==> src/rtl/caliptra_fpga_apb_initiator_pkg.sv <==
// rtl/caliptra_fpga_apb_initiator_pkg.sv - shared types for the FPGA APB initiator
//
// Purpose: FSM state enum plus the packed command and response records used by
// caliptra_fpga_apb_initiator. The struct field widths follow the localparams
// below, which match the top-level parameter defaults.
// Ports: none (package).
package caliptra_fpga_apb_initiator_pkg;

  localparam int unsigned APB_ADDR_W   = 32;
  localparam int unsigned APB_DATA_W   = 32;
  localparam int unsigned APB_PAUSER_W = 32;

  typedef enum logic [1:0] {
    ST_IDLE   = 2'd0,
    ST_SETUP  = 2'd1,
    ST_ACCESS = 2'd2,
    ST_RESP   = 2'd3
  } apb_state_e;

  typedef struct packed {
    logic                    write;
    logic [APB_ADDR_W-1:0]   addr;
    logic [APB_DATA_W-1:0]   wdata;
    logic [APB_PAUSER_W-1:0] pauser;
    logic [2:0]              pprot;
  } apb_cmd_t;

  typedef struct packed {
    logic [APB_DATA_W-1:0] rdata;
    logic                  err;
    logic                  timeout;
  } apb_rsp_t;

endpackage

==> src/rtl/caliptra_fpga_apb_timeout_ctr.sv <==
// rtl/caliptra_fpga_apb_timeout_ctr.sv - ACCESS-phase wait-state counter
//
// Purpose: counts qualified wait cycles of one APB ACCESS phase and flags the
// increment that brings the count to LIMIT.
// Ports:
//   aclk, rstn  clock, asynchronous active-low reset
//   clear       restart the count (ACCESS entry)
//   inc         one qualified cycle without pready
//   expired     this cycle's increment reaches LIMIT
module caliptra_fpga_apb_timeout_ctr #(
  parameter int unsigned LIMIT = 1024
) (
  input  logic aclk,
  input  logic rstn,
  input  logic clear,
  input  logic inc,
  output logic expired
);

  localparam int unsigned CNT_W = $clog2(LIMIT + 1);

  logic [CNT_W-1:0] count_q;

  always_ff @(posedge aclk or negedge rstn) begin
    if (!rstn) begin
      count_q <= '0;
    end else if (clear) begin
      count_q <= '0;
    end else if (inc) begin
      count_q <= count_q + 1'b1;
    end
  end

  // Fire on the increment itself so the FSM leaves ACCESS on the LIMIT-th
  // qualified wait cycle rather than one cycle later.
  assign expired = inc && (count_q == CNT_W'(LIMIT - 1));

endmodule

==> src/rtl/caliptra_fpga_apb_initiator.sv <==
// rtl/caliptra_fpga_apb_initiator.sv - hardware APB initiator for the FPGA sync wrapper
//
// Purpose: accepts one command at a time, runs an APB SETUP/ACCESS sequence
// whose phases advance only on pclk_en cycles, and returns one held response.
// Optional feature: define CALIPTRA_FPGA_APB_TIMEOUT_EN to abort ACCESS after
// TIMEOUT_CYCLES qualified wait cycles; otherwise ACCESS waits indefinitely.
// Ports:
//   aclk, rstn                         clock, asynchronous active-low reset
//   pclk_en                            target gated-clock tick this cycle
//   cmd_valid/cmd_ready + cmd_*        command handshake and fields
//   rsp_valid/rsp_ready + rsp_*        response handshake and fields
//   busy                               not idle
//   psel, penable, pwrite, paddr,
//   pwdata, pprot, pauser              APB request
//   prdata, pready, pslverr            APB responder returns
module caliptra_fpga_apb_initiator
  import caliptra_fpga_apb_initiator_pkg::*;
#(
  parameter int unsigned ADDR_W         = APB_ADDR_W,
  parameter int unsigned DATA_W         = APB_DATA_W,
  parameter int unsigned PAUSER_W       = APB_PAUSER_W,
  parameter int unsigned TIMEOUT_CYCLES = 1024
) (
  input  logic                aclk,
  input  logic                rstn,
  input  logic                pclk_en,
  input  logic                cmd_valid,
  output logic                cmd_ready,
  input  logic                cmd_write,
  input  logic [ADDR_W-1:0]   cmd_addr,
  input  logic [DATA_W-1:0]   cmd_wdata,
  input  logic [PAUSER_W-1:0] cmd_pauser,
  input  logic [2:0]          cmd_pprot,
  output logic                rsp_valid,
  input  logic                rsp_ready,
  output logic [DATA_W-1:0]   rsp_rdata,
  output logic                rsp_err,
  output logic                rsp_timeout,
  output logic                busy,
  output logic                psel,
  output logic                penable,
  output logic                pwrite,
  output logic [ADDR_W-1:0]   paddr,
  output logic [DATA_W-1:0]   pwdata,
  output logic [2:0]          pprot,
  output logic [PAUSER_W-1:0] pauser,
  input  logic [DATA_W-1:0]   prdata,
  input  logic                pready,
  input  logic                pslverr
);

  apb_state_e state_q, state_d;
  apb_cmd_t   cmd_q;
  apb_rsp_t   rsp_q;
  logic       xfer_done;
  logic       timeout_hit;

  // Only a pready on a gated-clock tick counts; other pready cycles are ignored.
  assign xfer_done = (state_q == ST_ACCESS) && pclk_en && pready;

`ifdef CALIPTRA_FPGA_APB_TIMEOUT_EN
  logic access_entry;
  logic wait_tick;

  assign access_entry = (state_q == ST_SETUP) && pclk_en;
  assign wait_tick    = (state_q == ST_ACCESS) && pclk_en && !pready;

  caliptra_fpga_apb_timeout_ctr #(
    .LIMIT (TIMEOUT_CYCLES)
  ) u_timeout_ctr (
    .aclk    (aclk),
    .rstn    (rstn),
    .clear   (access_entry),
    .inc     (wait_tick),
    .expired (timeout_hit)
  );
`else
  assign timeout_hit = 1'b0;
  // TIMEOUT_CYCLES has no effect in this build.
  if (TIMEOUT_CYCLES == 0) begin : g_timeout_unused
  end
`endif

  always_ff @(posedge aclk or negedge rstn) begin
    if (!rstn) begin
      state_q <= ST_IDLE;
    end else begin
      state_q <= state_d;
    end
  end

  always_comb begin
    state_d = state_q;
    case (state_q)
      ST_IDLE:   if (cmd_valid) state_d = ST_SETUP;
      ST_SETUP:  if (pclk_en) state_d = ST_ACCESS;
      // pready wins over a limit reached on the same cycle: timeout_hit
      // can only be raised when pready is low.
      ST_ACCESS: if (xfer_done || timeout_hit) state_d = ST_RESP;
      ST_RESP:   if (rsp_ready) state_d = ST_IDLE;
      default:   state_d = ST_IDLE;
    endcase
  end

  // cmd_ready is gated with rstn so it stays low for the whole reset.
  always_comb begin
    cmd_ready = 1'b0;
    psel      = 1'b0;
    penable   = 1'b0;
    rsp_valid = 1'b0;
    busy      = 1'b1;
    case (state_q)
      ST_IDLE: begin
        cmd_ready = rstn;
        busy      = 1'b0;
      end
      ST_SETUP:  psel = 1'b1;
      ST_ACCESS: begin
        psel    = 1'b1;
        penable = 1'b1;
      end
      ST_RESP:   rsp_valid = 1'b1;
      default:   busy = 1'b1;
    endcase
  end

  // Payload is only loaded on a handshake, so it is stable through SETUP and
  // ACCESS and keeps its last value afterwards.
  always_ff @(posedge aclk or negedge rstn) begin
    if (!rstn) begin
      cmd_q <= '0;
      rsp_q <= '0;
    end else begin
      if ((state_q == ST_IDLE) && cmd_valid) begin
        cmd_q <= '{write:  cmd_write,
                   addr:   cmd_addr,
                   wdata:  cmd_wdata,
                   pauser: cmd_pauser,
                   pprot:  cmd_pprot};
      end
      if (xfer_done) begin
        rsp_q <= '{rdata:   cmd_q.write ? '0 : prdata,
                   err:     pslverr,
                   timeout: 1'b0};
      end else if (timeout_hit) begin
        rsp_q <= '{rdata: '0, err: 1'b1, timeout: 1'b1};
      end
    end
  end

  assign pwrite      = cmd_q.write;
  assign paddr       = cmd_q.addr;
  assign pwdata      = cmd_q.wdata;
  assign pprot       = cmd_q.pprot;
  assign pauser      = cmd_q.pauser;
  assign rsp_rdata   = rsp_q.rdata;
  assign rsp_err     = rsp_q.err;
  assign rsp_timeout = rsp_q.timeout;

endmodule

==> config.mk <==
export PLATFORM = sky130hd
export DESIGN_NAME = caliptra_fpga_apb_initiator
export DESIGN_NICKNAME = d
export VERILOG_FILES = /design/src/rtl/caliptra_fpga_apb_initiator_pkg.sv /design/src/rtl/caliptra_fpga_apb_timeout_ctr.sv /design/src/rtl/caliptra_fpga_apb_initiator.sv
export SDC_FILE = /design/constraint.sdc
export NUM_CORES = 1
export LEC_CHECK = 0
export BUFFER_PORTS_ARGS = -buffer_cell sky130_fd_sc_hd__buf_4
export CAP_MARGIN = 20
export CELL_PAD_IN_SITES_DETAIL_PLACEMENT = 2
export CELL_PAD_IN_SITES_GLOBAL_PLACEMENT = 2
export CORE_MARGIN = 5
export CORE_UTILIZATION = 28
export DETAILED_ROUTE_END_ITERATION = 16
export GPL_TIMING_DRIVEN = 0
export PLACE_DENSITY = 0.87
export SLEW_MARGIN = 20
export SYNTH_ARGS = -nofsm -noshare
export SYNTH_HDL_FRONTEND = slang
export SYNTH_HIERARCHICAL = 1
export SYNTH_SLANG_ARGS = --single-unit
==> constraint.sdc <==
create_clock -name aclk -period 2.1 [get_ports aclk]
set_input_delay 0 -clock aclk [delete_from_list [all_inputs] [get_ports aclk]]
set_output_delay 0 -clock aclk [all_outputs]
set_load 0.02 [all_outputs]
==> metrics.txt <==
status finished clean; leakage power 4.63 nW; Inst Count DP 885; layout cells sized above 1 0.523; HPWL Detailed 14900 um; Post-route DRC 0; Post-CTS Setup Bufs 0; grt ovf 0; post-synth top area share 0.633; clock sinks 135; full die area 21900 um^2; area post-placement 7740 um^2; ys async rst share 1.00; WL/cell 24.3 um; CTS Buf Count 17; Adder-Cell Fraction of Synth Area 0.0117; register area 3380 um^2; worst path cell trace inv_1 > ha_1 > nand3_1 > buf_2 > clkbuf_2 > o21ai_0; WP data required 2380 ps; initial core utilization 0.285; vias per inst 4.59; Buf/Inv on CP 3; Row Count 50; mux cell area share after synthesis 0.215; final worst slack 261 ps; Antenna Nets Post-Route 0; Pwr Total 15.4 mW; Final setup viols 0; CP Launch Type flip-flop; Fmax 544 MHz; Synth Area per Inst 14.3 um^2; antenna violations before repair 1; Seq cells post-synth 135; DRT Pass-1 Iters 4; critical path's top delay family buffers and inverters; die height 148 um; CTS H-tree lvls 4; Slowest Stage Delay on Critical Path 420 ps; I/O Buffers 276; critical path class reg -> reg; largest family of logic cells by synthesized area multiplexers; Die W 148 um; Synth top cells by count 135 x dfrtp_1, 101 x mux2_2, 32 x nand2_1, 32 x nand2b_1, 32 x o21ai_0; Hold Crit Class in -> reg; fin cells 1052; Clock Skews 15.4 ps; area of the multi-input gates 1780 um^2; # fillers 1785; core area 18700 um^2; clock latency on the worst-skew pair 420 ps; routed vias 4830; Net Count, Synth 518; clock root buffer clkbuf_16; total track usage 0.232; register area share after synthesis 0.633; critical path peak fanout 10; first-pass GRT wire length 37800 um; dominant cell type by area after synthesis dfrtp_1; drt initial violations 170; num ports 278; CTS Buffer Depth 2; Tcrit/Tclk final 0.876; Arr. time, crit path 2120 ps; Slew Viols, Final 0; Reg2Reg Setup Slack 260 ps; Mapped Area 5340 um^2; setup TNS 0 ps; VDD IR-drop max 641 uV; Tmin final 1840 ps; unrepaired setup endpoints after global routing no; Clock transition at path regs 70 ps; total wire length 25600 um; Area Overhead vs Synth 81.5%; worst slack at placement 236 ps; ranking of synthesized cells by area dfrtp_1 63%, mux2_2 21%, nand2b_1 3.8%, o21ai_0 3.0%, nand2_1 2.3%; RePlAce Congestion 0.721; CTS tree yes; Synth Area in XOR/XNOR 0; yosys warns 6; final hold vios 0; Synth cell types 24; crit path capture type flip-flop; PD cells 1590 nW/um^2; ys flop type dfrtp_1; Synth Area in Compound Gates 0.0331; nets 948; finished layout cell area 9680 um^2; post-synthesis cell count 374; vias in the first global route 5915; Simple-Gate Fraction of Synth Area 0.0732; slowest cell on the critical path dfrtp_1; largest net degree at the start of global routing 88; count leader, synth dfrtp_1; total of max-cap violations 0; EDFF count, synth 0
==> placed cells by master (no fill, tap or decap), types with 2 or more instances in the layout <==
cell,netlist,final
clkinv_4,0,2
bufinv_16,0,3
nor2b_1,2,2
nand2b_1,32,32
o21ai_0,32,32
clkinvlp_4,0,3
mux2_2,101,101
dlygate4sd3_1,0,134
buf_6,9,9
inv_6,0,4
ha_1,5,5
clkbuf_16,0,17
buf_2,4,4
nand2_1,32,32
dfrtp_1,135,135
clkbuf_1,6,7
inv_1,3,3
buf_4,1,276
==> cells by family (layout without fill, tap and decap cells) <==
family / Yosys count / in the layout
simple gates: 73 / 73
other cells: 1 / 2
flops: 135 / 135
mux: 102 / 102
buf+inv: 24 / 467
compound gates: 34 / 34
fa+ha+maj: 5 / 5
==> power by group <==
group	switching (mW)	leakage [nW]	internal, mW
sequential	0.956	1.63	3.92
clock	1.29	0.285	1.89
combinational	3.94	2.72	3.39
==> state kept, by name, indices dropped and copies added (netlist names) <==
register	flops
state_q	2
rsp_rdata	32
pprot	3
rsp_err	1
pwdata	32
pauser	32
paddr	32
pwrite	1
==> worst min-delay path, stage by stage <==
cell	delay (ps)
buf_4	90
nor2b_1	50
nor3_1	160
a2bb2oi_1	90
==> cell type report <==
| type | instances | area share |
|---|---|---|
| inverters | 3 | 0.00116 |
| multi-input cells | 215 | 0.184 |
| well taps | 234 | 0.0302 |
| repair buffers | 411 | 0.356 |
| clock inverters | 13 | 0.0176 |
| clock buffers | 19 | 0.0447 |
| diodes | 1 | 0.000258 |
| plain buffers | 21 | 0.0172 |
| flip-flops and latches | 135 | 0.349 |
==> what timing repair did <==
action / 4_1_cts / 5_1_grt
hold buffers: 134 / 0
hold endpoints to repair: 268 / 0
setup endpoints to repair: 0 / 4
resized for setup: 0 / 2
==> worst paths after layout <==
path                               from       endpoint  depth (start not counted)
max                          state_q[0]  rsp_rdata[18]                          6
min                             pclk_en     state_q[0]                          4
max reg2reg                  state_q[0]  rsp_rdata[18]                          6
min reg2reg                rsp_rdata[4]   rsp_rdata[4]                          2
max in group asynchronous          rstn     pauser[31]                          3
min in group asynchronous          rstn  rsp_rdata[29]                          2
==> layer usage <==
layer  GRT usage  wire length (um)
met1       0.237              9020
met2       0.454             14400
met3      0.0460              1170
met4      0.0988               995
met5           0                 0
==> metrics by stage <==
stage,util,hold slack (ps)
after global routing,0.518,13.5
after detailed placement,0.414,-59.1
after global placement,0.412,232
after CTS,0.518,17.7
final,0.518,17.7
after floorplan,-,-296
Note: power is estimated with default switching activity, not from simulation.
